==> config.mk <==
export PLATFORM = sky130hd
export DESIGN_NAME = audio_i2s_tx_flat
export DESIGN_NICKNAME = d
export VERILOG_FILES = /design/src/rtl/audio_i2s_tx_if.sv /design/src/rtl/audio_i2s_tx.sv /design/src/flat_wrapper.sv
export SDC_FILE = /design/constraint.sdc
export NUM_CORES = 1
export LEC_CHECK = 0
export BUFFER_PORTS_ARGS = -buffer_cell sky130_fd_sc_hd__buf_2
export CAP_MARGIN = 20
export CORE_MARGIN = 5
export CORE_UTILIZATION = 43
export CTS_CLUSTER_SIZE = 12
export DETAILED_ROUTE_END_ITERATION = 16
export HOLD_SLACK_MARGIN = 0.03
export MAX_ROUTING_LAYER = met4
export PLACE_DENSITY = 0.7
export SLEW_MARGIN = 40
export SYNTH_ARGS = -nofsm -noshare
export SYNTH_HDL_FRONTEND = slang
export SYNTH_SLANG_ARGS = --single-unit
export TNS_END_PERCENT = 1
==> constraint.sdc <==
create_clock -name iCLK -period 4.5 [get_ports iCLK]
set_clock_uncertainty 0.2 [all_clocks]
set_input_delay 0.225 -clock iCLK [delete_from_list [all_inputs] [get_ports iCLK]]
set_output_delay 0.225 -clock iCLK [all_outputs]
set_load 0.05 [all_outputs]
==> src/rtl/audio_i2s_tx_if.sv <==
// Sample handshake between the PCM source and the audio serial transmitter.
// The source drives one stereo pair with valid; the transmitter returns ready while its holding register is empty.
interface audio_i2s_tx_if #(
  parameter int DATA_WIDTH = 16
);
  logic                  valid;
  logic                  ready;
  logic [DATA_WIDTH-1:0] data_l;
  logic [DATA_WIDTH-1:0] data_r;

  modport master (output valid, output data_l, output data_r, input ready);
  modport slave  (input valid, input data_l, input data_r, output ready);
endinterface

==> src/rtl/audio_i2s_tx.sv <==
// Stereo I2S / left-justified / right-justified DAC transmitter.
// BCK and LRCK are derived from the reference clock; samples pass through a one-deep holding register.
module audio_i2s_tx #(
  parameter int REF_CLK     = 18432000,
  parameter int SAMPLE_RATE = 48000,
  parameter int DATA_WIDTH  = 16,
  parameter int SLOT_WIDTH  = 16,
  parameter int BCK_DIV_MAX = REF_CLK / (SAMPLE_RATE * SLOT_WIDTH * 4) - 1
) (
  input  logic                 iCLK,
  input  logic                 iRST,
  input  logic                 iEN,
  input  logic [1:0]           iMODE,
  audio_i2s_tx_if.slave        smp,
  output logic                 oAUD_BCK,
  output logic                 oAUD_LRCK,
  output logic                 oAUD_DATA,
  output logic                 oFRAME_START,
  output logic                 oUNDERRUN
);

  localparam int NW   = $clog2(2 * SLOT_WIDTH);
  localparam int DIVW = (BCK_DIV_MAX > 0) ? $clog2(BCK_DIV_MAX + 1) : 1;
  localparam logic [DIVW-1:0] DIV_LAST = DIVW'(BCK_DIV_MAX);
  localparam logic [NW-1:0]   N_LAST   = NW'(2 * SLOT_WIDTH - 1);
  localparam logic [NW-1:0]   N_SLOT   = NW'(SLOT_WIDTH);

  typedef enum logic [1:0] {
    FMT_I2S = 2'd0,
    FMT_LJ  = 2'd1,
    FMT_RJ  = 2'd2
  } fmt_t;

  logic [DIVW-1:0]       div;
  logic [NW-1:0]         n;
  logic                  hold_full;
  logic [DATA_WIDTH-1:0] hold_l, hold_r;
  logic [DATA_WIDTH-1:0] frame_l, frame_r;
  logic                  prev_r_lsb;
  fmt_t                  mode_q;

  logic                  div_wrap;
  logic                  frame_wrap;
  logic                  bit_event;
  logic                  load_event;
  logic                  bypass;
  logic [NW-1:0]         n_next;
  logic [DATA_WIDTH-1:0] ld_l, ld_r;
  logic [DATA_WIDTH-1:0] nx_l, nx_r;
  fmt_t                  ld_mode, nx_mode;
  logic                  nx_prev;
  logic                  nx_bit;

  function automatic logic lj_bit(input logic [DATA_WIDTH-1:0] s, input int k);
    logic [DATA_WIDTH-1:0] t;
    t = s >> (DATA_WIDTH - 1 - k);
    return (k >= 0 && k < DATA_WIDTH) ? t[0] : 1'b0;
  endfunction

  function automatic logic rj_bit(input logic [DATA_WIDTH-1:0] s, input int k);
    logic [DATA_WIDTH-1:0] t;
    t = s >> (SLOT_WIDTH - 1 - k);
    return (k >= SLOT_WIDTH - DATA_WIDTH && k < SLOT_WIDTH) ? t[0] : 1'b0;
  endfunction

  // I2S is the left-justified stream delayed by one BCK; slot position 0 borrows the previous slot's last bit.
  function automatic logic sel_bit(input fmt_t f, input logic [NW-1:0] nn,
                                   input logic [DATA_WIDTH-1:0] l,
                                   input logic [DATA_WIDTH-1:0] r,
                                   input logic prev);
    int                    ni;
    int                    k;
    logic                  right;
    logic [DATA_WIDTH-1:0] s;
    ni    = int'(nn);
    right = (ni >= SLOT_WIDTH);
    k     = right ? ni - SLOT_WIDTH : ni;
    s     = right ? r : l;
    case (f)
      FMT_LJ:  return lj_bit(s, k);
      FMT_RJ:  return rj_bit(s, k);
      default: begin
        if (k > 0)      return lj_bit(s, k - 1);
        else if (right) return lj_bit(l, SLOT_WIDTH - 1);
        else            return (SLOT_WIDTH == DATA_WIDTH) ? prev : 1'b0;
      end
    endcase
  endfunction

  assign smp.ready = ~hold_full;

  always_comb begin
    div_wrap   = (div == DIV_LAST);
    frame_wrap = (n == N_LAST);
    bit_event  = iEN && div_wrap && oAUD_BCK;
    load_event = bit_event && frame_wrap;
    bypass     = load_event && !hold_full && smp.valid;
    n_next     = frame_wrap ? '0 : n + 1'b1;

    case (iMODE)
      2'd1:    ld_mode = FMT_LJ;
      2'd2:    ld_mode = FMT_RJ;
      default: ld_mode = FMT_I2S;
    endcase

    if (hold_full) begin
      ld_l = hold_l;
      ld_r = hold_r;
    end else if (smp.valid) begin
      ld_l = smp.data_l;
      ld_r = smp.data_r;
    end else begin
      ld_l = '0;
      ld_r = '0;
    end

    nx_l    = frame_wrap ? ld_l : frame_l;
    nx_r    = frame_wrap ? ld_r : frame_r;
    nx_mode = frame_wrap ? ld_mode : mode_q;
    nx_prev = frame_wrap ? frame_r[0] : prev_r_lsb;
    nx_bit  = sel_bit(nx_mode, n_next, nx_l, nx_r, nx_prev);
  end

  // Clock generation, serialiser and frame load share one register block so every output is registered.
  always_ff @(posedge iCLK) begin
    if (iRST) begin
      div          <= '0;
      n            <= N_LAST;
      oAUD_BCK     <= 1'b0;
      oAUD_LRCK    <= 1'b0;
      oAUD_DATA    <= 1'b0;
      oFRAME_START <= 1'b0;
      oUNDERRUN    <= 1'b0;
      hold_full    <= 1'b0;
      hold_l       <= '0;
      hold_r       <= '0;
      frame_l      <= '0;
      frame_r      <= '0;
      prev_r_lsb   <= 1'b0;
      mode_q       <= FMT_I2S;
    end else begin
      oFRAME_START <= 1'b0;
      oUNDERRUN    <= 1'b0;

      if (!iEN) begin
        div       <= '0;
        n         <= N_LAST;
        oAUD_BCK  <= 1'b0;
        oAUD_LRCK <= 1'b0;
        oAUD_DATA <= 1'b0;
      end else if (div_wrap) begin
        div      <= '0;
        oAUD_BCK <= ~oAUD_BCK;
        if (oAUD_BCK) begin
          n         <= n_next;
          oAUD_LRCK <= (n_next >= N_SLOT);
          oAUD_DATA <= nx_bit;
          if (frame_wrap) begin
            frame_l      <= ld_l;
            frame_r      <= ld_r;
            mode_q       <= ld_mode;
            prev_r_lsb   <= frame_r[0];
            oFRAME_START <= 1'b1;
            oUNDERRUN    <= !hold_full && !smp.valid;
          end
        end
      end else begin
        div <= div + 1'b1;
      end

      // A pair offered on a load cycle with the holding register empty goes straight into the frame.
      if (load_event && hold_full) begin
        hold_full <= 1'b0;
      end else if (smp.valid && !hold_full && !bypass) begin
        hold_l    <= smp.data_l;
        hold_r    <= smp.data_r;
        hold_full <= 1'b1;
      end
    end
  end

endmodule

==> src/flat_wrapper.sv <==
// flat-port wrapper written by rule: the top's interface ports become plain ports
module audio_i2s_tx_flat 
#(
  parameter int REF_CLK     = 18432000,
  parameter int SAMPLE_RATE = 48000,
  parameter int DATA_WIDTH  = 16,
  parameter int SLOT_WIDTH  = 16,
  parameter int BCK_DIV_MAX = REF_CLK / (SAMPLE_RATE * SLOT_WIDTH * 4) - 1
)
  (iCLK, iRST, iEN, iMODE, oAUD_BCK, oAUD_LRCK, oAUD_DATA, oFRAME_START, oUNDERRUN, smp_valid, smp_data_l, smp_data_r, smp_ready);
  audio_i2s_tx_if #(.DATA_WIDTH(DATA_WIDTH)) smp_i ();
  input  logic iCLK;
  input  logic iRST;
  input  logic iEN;
  input  logic [1:0] iMODE;
  output logic oAUD_BCK;
  output logic oAUD_LRCK;
  output logic oAUD_DATA;
  output logic oFRAME_START;
  output logic oUNDERRUN;
  input wire logic [$bits(smp_i.valid)-1:0] smp_valid;
  input wire logic [$bits(smp_i.data_l)-1:0] smp_data_l;
  input wire logic [$bits(smp_i.data_r)-1:0] smp_data_r;
  output wire logic [$bits(smp_i.ready)-1:0] smp_ready;
  assign smp_i.valid = smp_valid;
  assign smp_i.data_l = smp_data_l;
  assign smp_i.data_r = smp_data_r;
  assign smp_ready = smp_i.ready;
  audio_i2s_tx #(.REF_CLK(REF_CLK), .SAMPLE_RATE(SAMPLE_RATE), .DATA_WIDTH(DATA_WIDTH), .SLOT_WIDTH(SLOT_WIDTH), .BCK_DIV_MAX(BCK_DIV_MAX)) u_core (.iCLK(iCLK), .iRST(iRST), .iEN(iEN), .iMODE(iMODE), .smp(smp_i), .oAUD_BCK(oAUD_BCK), .oAUD_LRCK(oAUD_LRCK), .oAUD_DATA(oAUD_DATA), .oFRAME_START(oFRAME_START), .oUNDERRUN(oUNDERRUN));
endmodule
==> impl_summary.txt, run 1 <==
----------------------------------------------------
[Floorplan]
  Starting density of the core ... 44.1%
  Die height ... 113 um
  Die X ... 113 um
  Std cell rows ... 37
  Core region area ... 0.0103 mm^2
  Number of primary I/O pins ... 44
  Die outline area ... 0.0127 mm^2

[Synthesis]
  Gate Count Post-Synth ... 580
  Seq cells post-synth ... 81
  Syn Area/Cell ... 7.85 um^2
  Area fraction of the dominant cell type after synthesis ... 35.6%
  Synth warnings ... 0
  Count of cell types in the netlist ... 56
  EDFF count, synth ... 0
  Library cell occupying the most area in the post-synthesis netlist ... sky130_fd_sc_hd__dfxtp_1
  Fraction of synthesis flops using an asynchronous set or reset pin ... 0%
  Post-Syn Area ... 0.00455 mm^2
  Commonest register cell after synthesis ... sky130_fd_sc_hd__dfxtp_1
  Post-synthesis sequential area ratio ... 35.6%
  Most used standard cells in the synthesized netlist ... 101 x sky130_fd_sc_hd__nand2_1, 81 x sky130_fd_sc_hd__dfxtp_1, 55 x sky130_fd_sc_hd__nor2_1, 41 x sky130_fd_sc_hd__a21oi_1, 29 x sky130_fd_sc_hd__clkbuf_1
  Most instantiated library cell after synthesis ... sky130_fd_sc_hd__nand2_1
  Cells taking the most area after synthesis ... sky130_fd_sc_hd__dfxtp_1 36%, sky130_fd_sc_hd__nand2_1 8.3%, sky130_fd_sc_hd__nor2_1 4.5%

[Clock tree]
  Number of clock sinks ... 81
  Max H-tree Level ... 3
  Worst skew pair latency ... 0.36 ns
  Cells resized by post-CTS repair ... 0
  Number of CTS-inserted buffers ... 9
  Clock transition at path regs ... 0.08 ns
  Cell chosen for the clock root ... sky130_fd_sc_hd__clkbuf_8
  Maximum number of buffers from clock root to sink ... 2
  Clock tree from TritonCTS ... built

[Place]
  Inst Count DP ... 724
  Number of buffers added on ports ... 43
  Worst slack, placed ... 0.776 ns
  Placed instance area ... 0.00481 mm^2
  Gpl congestion ... 0.914
  Final HPWL from detailed placement ... 7980 um

[Setup path]
  Worst-path cell chain ... ha_1 -> and3_1 -> ha_2 -> inv_1 -> nand2_1 -> nand3_1 -> ha_1 -> inv_1 -> ha_1 -> nor4bb_1 -> nand2_1 -> nor4b_1 -> and3_1 -> a31oi_1 -> nor3b_2
  Arrival time of data at the critical path endpoint ... 3.90 ns
  Largest fanout on the critical path ... 11
  Cell repeated most along the worst path ... sky130_fd_sc_hd__ha_1
  Setup crit start kind ... flop
  Slowest library cell on the worst path ... sky130_fd_sc_hd__dfxtp_1
  Endpoint class of the critical path ... flop
  Delay of the slowest critical-path stage ... 0.45 ns
  Required arrival time at the worst endpoint ... 4.59 ns
  Critical path type ... flop to flop

[Layout]
  Final nets ... 685
  Non-Filler Cell Area, Final ... 0.00535 mm^2
  Non-Filler Instances ... 776
  Ratio of cells with drive above 1 in the final layout ... 13.9%
  Diode insertion count for antenna repair ... 0
  Final Util ... 51.8%
  Layout area overhead ... 17.4%

[Detailed routing]
  Iter 0 DRT Violations ... 263
  Final wirelength ... 12300 um
  Number of vias in the routed layout ... 4405
  Via-to-Cell Ratio ... 5.68
  DRC ... 0
  Post-detailed-route count of antenna-violating nets ... 0
  Total iterations of the first detailed-routing run ... 5
  Detailed-route wire length per cell ... 15.9 um

[STA]
  Slew Viols, Final ... 0
  Setup ws final ... 0.690 ns
  Fmax ... 262 MHz
  Setup Total Neg Slack ... 0 ns
  Final hold violations ... 0
  Endpoints failing setup ... 0
  Unrepaired setup endpoints after global routing ... no
  Final critical-path required period ... 3.81 ns
  Max transition margin ... 54.2%
  Actual slew at the worst max-slew pin ... 0.686 ns
  Final clock period utilization by the worst path ... 84.7%

[Pwr]
  Standby leakage power ... 0.00200 uW
  PwrDens ... 263 mW/mm^2
  IR Drop Worst-Case VDD ... 0.174 mV

[Global route]
  Number of antenna violations at the first check in global routing ... 0
  Total routing resource utilization after global routing ... 20.1%
  Total overflow reported by the global router ... 0
  Via count of the first global-routing pass ... 4240
  Pin count of the biggest net entering global routing ... 46
  Global-route wire length before repair ... 20400 um

[Flow run]
  # Max-Cap Violations ... 0

[Hold path]
  Type of the worst min-delay path ... input port to flop

[Status]
  Outcome ... finished, final reports clean

----------------------------------------------------
-- power breakdown --
part / switching (uW) / internal [uW] / leakage, uW
clock network: 273 / 214 / 0.0000891
logic: 97.7 / 79.1 / 0.00126
registers: 11.0 / 734 / 0.000658
total: 382 / 1030 / 0.00200
-- cell families (layout without fill, tap and decap cells) --
family                   after synthesis  after routing  share of synthesized area (%)
adder cells (fa/ha/maj)               12             12                           3.30
XOR/XNOR                               5              5                          0.961
AO/OA/AOI/OAI                        157            157                           23.3
buffers and inverters                 66            121                           6.26
flip-flops                            81             81                           35.6
AND/OR/NAND/NOR                      247            247                           26.0
multiplexers                          11             11                           4.48
other                                  1              6                         0.0823
-- cell usage in the layout (no fill, tap or decap), types with 7 or more instances in the layout --
| master | instances |
|---|---|
| sky130_fd_sc_hd__nand2_1 | 101 |
| sky130_fd_sc_hd__dfxtp_1 | 81 |
| sky130_fd_sc_hd__nor2_1 | 55 |
| sky130_fd_sc_hd__buf_2 | 43 |
| sky130_fd_sc_hd__a21oi_1 | 41 |
| sky130_fd_sc_hd__dlygate4sd3_1 | 36 |
| sky130_fd_sc_hd__o21ai_0 | 22 |
| sky130_fd_sc_hd__nand3b_1 | 21 |
| sky130_fd_sc_hd__a211oi_1 | 20 |
| sky130_fd_sc_hd__inv_1 | 15 |
| sky130_fd_sc_hd__a31oi_1 | 15 |
| sky130_fd_sc_hd__nand4_1 | 11 |
| sky130_fd_sc_hd__ha_1 | 11 |
| sky130_fd_sc_hd__and3_1 | 10 |
| sky130_fd_sc_hd__and2_1 | 10 |
| sky130_fd_sc_hd__clkbuf_8 | 10 |
| sky130_fd_sc_hd__nor3_1 | 9 |
| sky130_fd_sc_hd__buf_4 | 9 |
| sky130_fd_sc_hd__nand3_1 | 8 |
| sky130_fd_sc_hd__a41oi_1 | 8 |
| sky130_fd_sc_hd__o21a_1 | 8 |
| sky130_fd_sc_hd__mux4_2 | 7 |
-- area by class of cell --
| type | count | area, um^2 |
|---|---|---|
| timing repair buffer | 88 | 643 |
| multi-input combinational | 438 | 2670 |
| tap | 136 | 170 |
| clock inverter | 5 | 31.3 |
| inverter | 17 | 65.1 |
| sequential | 81 | 1620 |
| clock buffer | 11 | 141 |
| fill | 986 | 4980 |
-- sequential cells by signal, summed over array words and instances, names as in the netlist --
signal / count
u_core.hold_r: 16
u_core.oUNDERRUN: 1
u_core.hold_l: 16
u_core.oAUD_LRCK: 1
u_core.mode_q: 2
u_core.div: 3
u_core.oFRAME_START: 1
u_core.n: 5
u_core.prev_r_lsb: 1
u_core.frame_r: 16
u_core.oAUD_BCK: 1
u_core.frame_l: 16
u_core.hold_full: 1
u_core.oAUD_DATA: 1
-- worst max-delay path, delay by kind of cell, from the launching register on --
family | cells | cell delay, ns
and+or+nand+nor | 8 | 1.59
AOI/OAI and AO/OA | 1 | 0.11
DFF | 1 | 0.45
adders and majority gates | 4 | 1.12
buffers and inverters | 2 | 0.27
-- repair_timing --
action / CTS / global route
hold endpoints to repair: 37 / 0
buffers inserted: 0 / 0
hold buffers: 36 / 0
-- final timing paths --
kind / from / to / slack, ns / cells past startpoint
worst max-delay path: u_core.n[0] / u_core.oAUD_DATA / 0.69 / 15
worst min-delay path: iRST / u_core.frame_r[0] / 0.18 / 2
worst max register to register: u_core.n[0] / u_core.oAUD_DATA / 0.69 / 15
worst min register to register: u_core.hold_r[14] / u_core.hold_r[14] / 0.25 / 2
-- per-stage QoR --
step / power [uW] / hold WS [ns]
finish: 1410 / 0.176
global route: 1470 / 0.207
CTS: 1420 / 0.161
detailed placement: 913 / 0.243
global placement: 909 / 0.233
floorplan: 865 / 0.161
-- metal layers --
layer | track usage [%] | vias to the layer above | share of wire, %
li1 | - | 2199 | -
met1 | 24.3 | 2064 | 45
met2 | 34.1 | 120 | 49
met3 | 3.53 | 22 | 4.3
met4 | 6.25 | 0 | 1.8
met5 | - | - | 0
(Power assumes the default switching activity.)
==> run 2: changes to the inputs <==
==> constraint.sdc (replaced) <==
create_clock -name iCLK -period 3.8 [get_ports iCLK]
set_clock_uncertainty 0.2 [all_clocks]
set_input_delay 0.19 -clock iCLK [delete_from_list [all_inputs] [get_ports iCLK]]
set_output_delay 0.19 -clock iCLK [all_outputs]
set_load 0.05 [all_outputs]
==> impl_summary.txt, run 2 (synthesized netlist as in run 1, its figures left out) <==
----------------------------------------------------
[STA]
  Setup ws final ... 0.272 ns (-0.418 ns)
  Setup Total Neg Slack ... 0 ns (unchanged)
  Hold Slack ... 0.137 ns (-0.0390 ns)
  Endpoints failing setup ... 0 (unchanged)
  Unrepaired setup endpoints after global routing ... no
  Final hold violations ... 0 (unchanged)
  Final clock period utilization by the worst path ... 92.8% (+8.2 points)
  Actual slew at the worst max-slew pin ... 0.682 ns (-0.00478 ns)
  Fmax ... 283 MHz (+8.0%)
  Slew Viols, Final ... 0 (unchanged)
  Final critical-path required period ... 3.53 ns (-0.282 ns)
  Max transition margin ... 54.6% (+0.32 points)

[Place]
  Worst slack, placed ... 0.285 ns (-0.491 ns)
  Number of buffers added on ports ... 43 (unchanged)
  Final HPWL from detailed placement ... 8290 um (+4.0%)
  Gpl congestion ... 0.889 (-2.8%)

[Layout]
  Layout area overhead ... 19.0%
  Most common cell after layout, fill and taps aside ... sky130_fd_sc_hd__nand2_1
  Diode insertion count for antenna repair ... 0 (unchanged)
  Final Util ... 52.5% (+0.72 points)
  Filler cell count in the final layout ... 984 (-0.20%)
  Final nets ... 692 (+1.0%)
  Ratio of cells with drive above 1 in the final layout ... 14.7% (+0.80 points)
  Most frequent cells in the layout ... 101 x sky130_fd_sc_hd__nand2_1, 80 x sky130_fd_sc_hd__dfxtp_1, 55 x sky130_fd_sc_hd__nor2_1, 43 x sky130_fd_sc_hd__buf_2, 41 x sky130_fd_sc_hd__a21oi_1

[Detailed routing]
  Final wirelength ... 12000 um (-2.6%)
  DRC ... 0 (unchanged)
  Via-to-Cell Ratio ... 5.68 (+0.13%)
  Iter 0 DRT Violations ... 269 (+2.3%)
  Total iterations of the first detailed-routing run ... 5 (unchanged)
  Detailed-route wire length per cell ... 15.3 um (-3.3%)
  Post-detailed-route count of antenna-violating nets ... 0 (unchanged)
  Number of vias in the routed layout ... 4445 (+0.91%)

[Setup path]
  Largest fanout on the critical path ... 6 (-5)
  Required arrival time at the worst endpoint ... 3.89 ns (-0.70 ns)
  Critical path type ... flop to flop
  Endpoint class of the critical path ... flop
  Setup crit start kind ... flop
  Arrival time of data at the critical path endpoint ... 3.62 ns (-0.28 ns)

[Global route]
  Total overflow reported by the global router ... 0 (unchanged)
  Total routing resource utilization after global routing ... 20.2% (+0.088 points)
  Via count of the first global-routing pass ... 4305 (+1.5%)
  Global-route wire length before repair ... 20600 um (+0.88%)
  Number of antenna violations at the first check in global routing ... 0 (unchanged)
  Pin count of the biggest net entering global routing ... 45 (-2.2%)

[Clock tree]
  Number of CTS-inserted buffers ... 9 (unchanged)
  Cell chosen for the clock root ... sky130_fd_sc_hd__clkbuf_8
  Worst skew pair latency ... 0.37 ns (about the same)
  Clock transition at path regs ... 0.08 ns (about the same)
  Maximum number of buffers from clock root to sink ... 2 (unchanged)
  Clock tree from TritonCTS ... built
  Max H-tree Level ... 3 (unchanged)
  Number of clock sinks ... 81 (unchanged)

[Floorplan]
  Std cell rows ... 37 (unchanged)
  Starting density of the core ... 44.1% (unchanged)
  Die height ... 113 um (unchanged)
  Die X ... 113 um (unchanged)
  Die outline area ... 0.0127 mm^2 (unchanged)
  Number of primary I/O pins ... 44 (unchanged)
  Core region area ... 0.0103 mm^2 (unchanged)

[Pwr]
  IR Drop Worst-Case VDD ... 0.233 mV (+34%)
  PwrDens ... 314 mW/mm^2 (+19%)
  Standby leakage power ... 0.00204 uW (+2.1%)

[Hold path]
  Type of the worst min-delay path ... input port to flop

[Status]
  Outcome ... finished, final reports clean

[Flow run]
  # Max-Cap Violations ... 0 (unchanged)

----------------------------------------------------
[run 2: final timing paths]
path | start | slack (ns) | end | cells after the start
worst max-delay path | u_core.n[1] | 0.27 | u_core.oAUD_DATA | 15
worst min-delay path | iRST | 0.14 | u_core.frame_r[0] | 2
worst max register to register | u_core.n[1] | 0.27 | u_core.oAUD_DATA | 15
worst min register to register | u_core.div[0] | 0.25 | u_core.div[0] | 1
[run 2: timing repair]
action / CTS / global route
resized for setup: 0 / 2
hold buffers: 36 / 0
buffers inserted: 0 / 0
endpoints found under the hold margin: 38 / 0
setup endpoints to repair: 0 / 2
[run 2: per-stage QoR]
step | total power, uW | cells | area, um^2
6_report | 1700 | 782 | 5420
5_1_grt | 1780 | 782 | 5420
4_1_cts | 1710 | 782 | 5410
3_5_place_dp | 1080 | 731 | 4880
3_3_place_gp | 1080 | 731 | 4880
2_1_floorplan | 1020 | 585 | 4570
[run 2: worst max-delay path: stages (launching register included)]
cell,delay [ns]
sky130_fd_sc_hd__dfxtp_1,0.44
sky130_fd_sc_hd__ha_1,0.32
sky130_fd_sc_hd__and3_1,0.21
sky130_fd_sc_hd__ha_2,0.24
sky130_fd_sc_hd__nor2_1,0.08
sky130_fd_sc_hd__mux2i_2,0.18
sky130_fd_sc_hd__nand3_1,0.10
sky130_fd_sc_hd__ha_1,0.28
sky130_fd_sc_hd__inv_1,0.05
sky130_fd_sc_hd__ha_1,0.28
sky130_fd_sc_hd__nor4bb_1,0.27
sky130_fd_sc_hd__nand2_1,0.09
sky130_fd_sc_hd__nor4b_1,0.23
sky130_fd_sc_hd__and3_1,0.20
sky130_fd_sc_hd__a31oi_1,0.12
sky130_fd_sc_hd__nor3b_2,0.17
[run 2: power by group]
group / switching [uW] / internal, uW / total, uW
clock network: 311 / 297 / 608
registers: 15.3 / 869 / 884
logic: 112 / 95.3 / 208
total: 438 / 1260 / 1700
[run 2: per-layer routing]
layer  vias up  part of all wire (%)  track usage [%]
li1       2203                     -                -
met1      2124                    46             25.2
met2        96                    48             32.9
met3        22                   3.6             2.57
met4         0                   2.4             8.57
met5         -                     0                -
[run 2: final cells by class]
class / instances / area, um^2 / share of cell area [%]
clock buffers: 11 / 131 / 2.42
clock inverters: 4 / 45.0 / 0.831
inverters: 17 / 65.1 / 1.20
multi-input cells: 438 / 2670 / 49.3
flip-flops and latches: 81 / 1620 / 29.9
well taps: 136 / 170 / 3.14
repair buffers: 95 / 712 / 13.1
==> run 3: changes to the inputs <==
--- a/config.mk
+++ b/config.mk
@@ -5,7 +5,7 @@
 export SDC_FILE = /design/constraint.sdc
 export NUM_CORES = 1
 export LEC_CHECK = 0
-export BUFFER_PORTS_ARGS = -buffer_cell sky130_fd_sc_hd__buf_2
+export BUFFER_PORTS_ARGS = -buffer_cell sky130_fd_sc_hd__buf_4
 export CAP_MARGIN = 20
 export CORE_MARGIN = 5
 export CORE_UTILIZATION = 43
==> impl_summary.txt, run 3 (synthesized netlist as in run 1, its figures left out) <==
----------------------------------------------------
[Layout]
  Filler cell count in the final layout ... 973 (-1.1%)
  Layout area overhead ... 21.0%
  Final Util ... 53.4% (+0.90 points)
  Non-Filler Instances ... 781 (-0.13%)
  Final nets ... 690 (-0.29%)
  Most frequent cells in the layout ... 101 x sky130_fd_sc_hd__nand2_1, 80 x sky130_fd_sc_hd__dfxtp_1, 56 x sky130_fd_sc_hd__buf_4, 55 x sky130_fd_sc_hd__nor2_1, 41 x sky130_fd_sc_hd__a21oi_1
  Most common cell after layout, fill and taps aside ... sky130_fd_sc_hd__nand2_1
  Ratio of cells with drive above 1 in the final layout ... 14.9% (+0.18 points)
  Diode insertion count for antenna repair ... 0 (unchanged)

[Setup path]
  Largest fanout on the critical path ... 44 (+38)
  Critical path type ... flop to flop
  Required arrival time at the worst endpoint ... 3.89 ns (about the same)
  Worst reg-to-reg path cell count ... 9 (-6)
  Worst reg2reg path endpoint ... u_core.mode_q[0]
  Endpoint class of the critical path ... flop
  Setup slack of the worst register-to-register path ... 0.30 ns (+0.03 ns)
  Worst flop-to-flop path startpoint ... u_core.n[0]
  Arrival time of data at the critical path endpoint ... 3.60 ns (-0.02 ns)
  Setup crit start kind ... flop

[Clock tree]
  Worst skew pair latency ... 0.36 ns (about the same)
  Buffer count from post-CTS setup fixing ... 0 (unchanged)
  Clock transition at path regs ... 0.08 ns (about the same)
  Max H-tree Level ... 3 (unchanged)
  Maximum number of buffers from clock root to sink ... 2 (unchanged)
  Number of CTS-inserted buffers ... 9 (unchanged)
  Clock tree from TritonCTS ... built
  Number of clock sinks ... 81 (unchanged)
  Cell chosen for the clock root ... sky130_fd_sc_hd__clkbuf_8

[Place]
  Final HPWL from detailed placement ... 8200 um (-1.2%)
  Worst slack, placed ... 0.369 ns (+0.0840 ns)
  Number of buffers added on ports ... 43 (unchanged)
  Gpl congestion ... 0.870 (-2.1%)
  Inst Count DP ... 729 (-0.27%)

[Detailed routing]
  Final wirelength ... 12200 um (+1.6%)
  Number of vias in the routed layout ... 4471 (+0.58%)
  Via-to-Cell Ratio ... 5.72 (+0.71%)
  Detailed-route wire length per cell ... 15.6 um (+1.7%)
  Post-detailed-route count of antenna-violating nets ... 0 (unchanged)
  Total iterations of the first detailed-routing run ... 5 (unchanged)
  Iter 0 DRT Violations ... 343 (+28%)
  DRC ... 0 (unchanged)

[STA]
  Max transition margin ... 46.7% (-7.8 points)
  Slew Viols, Final ... 0 (unchanged)
  Setup ws final ... 0.297 ns (+0.0253 ns)
  Fmax ... 285 MHz (+0.72%)
  Hold Slack ... 0.0795 ns (-0.0575 ns)
  Final critical-path required period ... 3.50 ns (-0.0253 ns)
  Endpoints failing setup ... 0 (unchanged)
  Final clock period utilization by the worst path ... 92.2% (-0.67 points)
  Final hold violations ... 0 (unchanged)
  Setup Total Neg Slack ... 0 ns (unchanged)
  Unrepaired setup endpoints after global routing ... no
  Actual slew at the worst max-slew pin ... 0.799 ns (+0.118 ns)

[Pwr]
  IR Drop Worst-Case VDD ... 0.192 mV (-17%)
  Standby leakage power ... 0.00206 uW (+0.82%)
  PwrDens ... 304 mW/mm^2 (-3.0%)

[Floorplan]
  Core region area ... 0.0103 mm^2 (unchanged)
  Number of primary I/O pins ... 44 (unchanged)
  Die height ... 113 um (unchanged)
  Die outline area ... 0.0127 mm^2 (unchanged)
  Starting density of the core ... 44.1% (unchanged)
  Die X ... 113 um (unchanged)
  Std cell rows ... 37 (unchanged)

[Global route]
  Via count of the first global-routing pass ... 4278 (-0.63%)
  Global-route wire length before repair ... 20800 um (+0.83%)
  Total routing resource utilization after global routing ... 20.3% (+0.12 points)
  Total overflow reported by the global router ... 0 (unchanged)
  Pin count of the biggest net entering global routing ... 73 (+62%)
  Number of antenna violations at the first check in global routing ... 0 (unchanged)

[Hold path]
  Capture endpoint of the worst hold path ... u_core.hold_full
  Depth of the worst hold-timing path ... 3 (+1)
  Type of the worst min-delay path ... input port to flop
  Hold path startpoint ... smp_valid

[Status]
  Outcome ... finished, final reports clean

[Flow run]
  # Max-Cap Violations ... 0 (unchanged)

----------------------------------------------------
## run 3: critical path, stage by stage (launching register included)
cell and delay [ns]:
sky130_fd_sc_hd__dfxtp_1 0.43, sky130_fd_sc_hd__ha_2 0.28, sky130_fd_sc_hd__and3_1 0.17, sky130_fd_sc_hd__ha_2 0.22
sky130_fd_sc_hd__buf_4 0.38, sky130_fd_sc_hd__and3_1 0.69, sky130_fd_sc_hd__buf_12 0.26, sky130_fd_sc_hd__nand3b_1 0.09
sky130_fd_sc_hd__dlygate4sd3_1 0.56, sky130_fd_sc_hd__a21oi_1 0.13
## run 3: layer usage
layer	vias up	GRT usage, %	share of wire (%)
met1	2151	25.2	45
met2	97	33.0	49
met3	19	3.05	3.6
met5	-	-	0
li1	2204	-	-
met4	0	8.41	2.3
## run 3: power breakdown
part	total [uW]	switching [uW]	leakage, uW	internal [uW]
Combinational	219	114	0.00131	105
Clock	574	321	0.0000891	253
Sequential	885	15.5	0.000658	869
## run 3: worst max path at each step
stage,startpoint,to,slack (ns),cells after the start
2_1_floorplan,u_core.n[0],u_core.oAUD_DATA,0.41,16
3_3_place_gp,u_core.n[0],u_core.oAUD_DATA,0.45,11
3_5_place_dp,u_core.n[0],u_core.oAUD_DATA,0.37,15
4_1_cts,u_core.n[0],u_core.mode_q[0],0.25,9
5_1_grt,u_core.n[0],u_core.mode_q[0],0.04,9
6_report,u_core.n[0],u_core.mode_q[0],0.30,9
## run 3: area by class of cell
type / instances / area (um^2) / area share, %
timing repair buffer: 93 / 801 / 14.5
clock inverter: 5 / 31.3 / 0.568
inverter: 17 / 65.1 / 1.18
sequential: 81 / 1620 / 29.4
tap: 136 / 170 / 3.09
multi-input combinational: 438 / 2680 / 48.6
clock buffer: 11 / 141 / 2.57
## run 3: metrics by stage
step | total power (uW) | area, um^2
after floorplan | 1020 | 4570
after global placement | 1090 | 4970
after detailed placement | 1090 | 4970
after CTS | 1690 | 5500
after global routing | 1750 | 5510
final | 1680 | 5510
## run 3: repair_timing
item,in CTS,in global routing
hold endpoints to repair,37,0
setup endpoints to repair,0,2
hold buffers,36,0
resized for setup,0,2
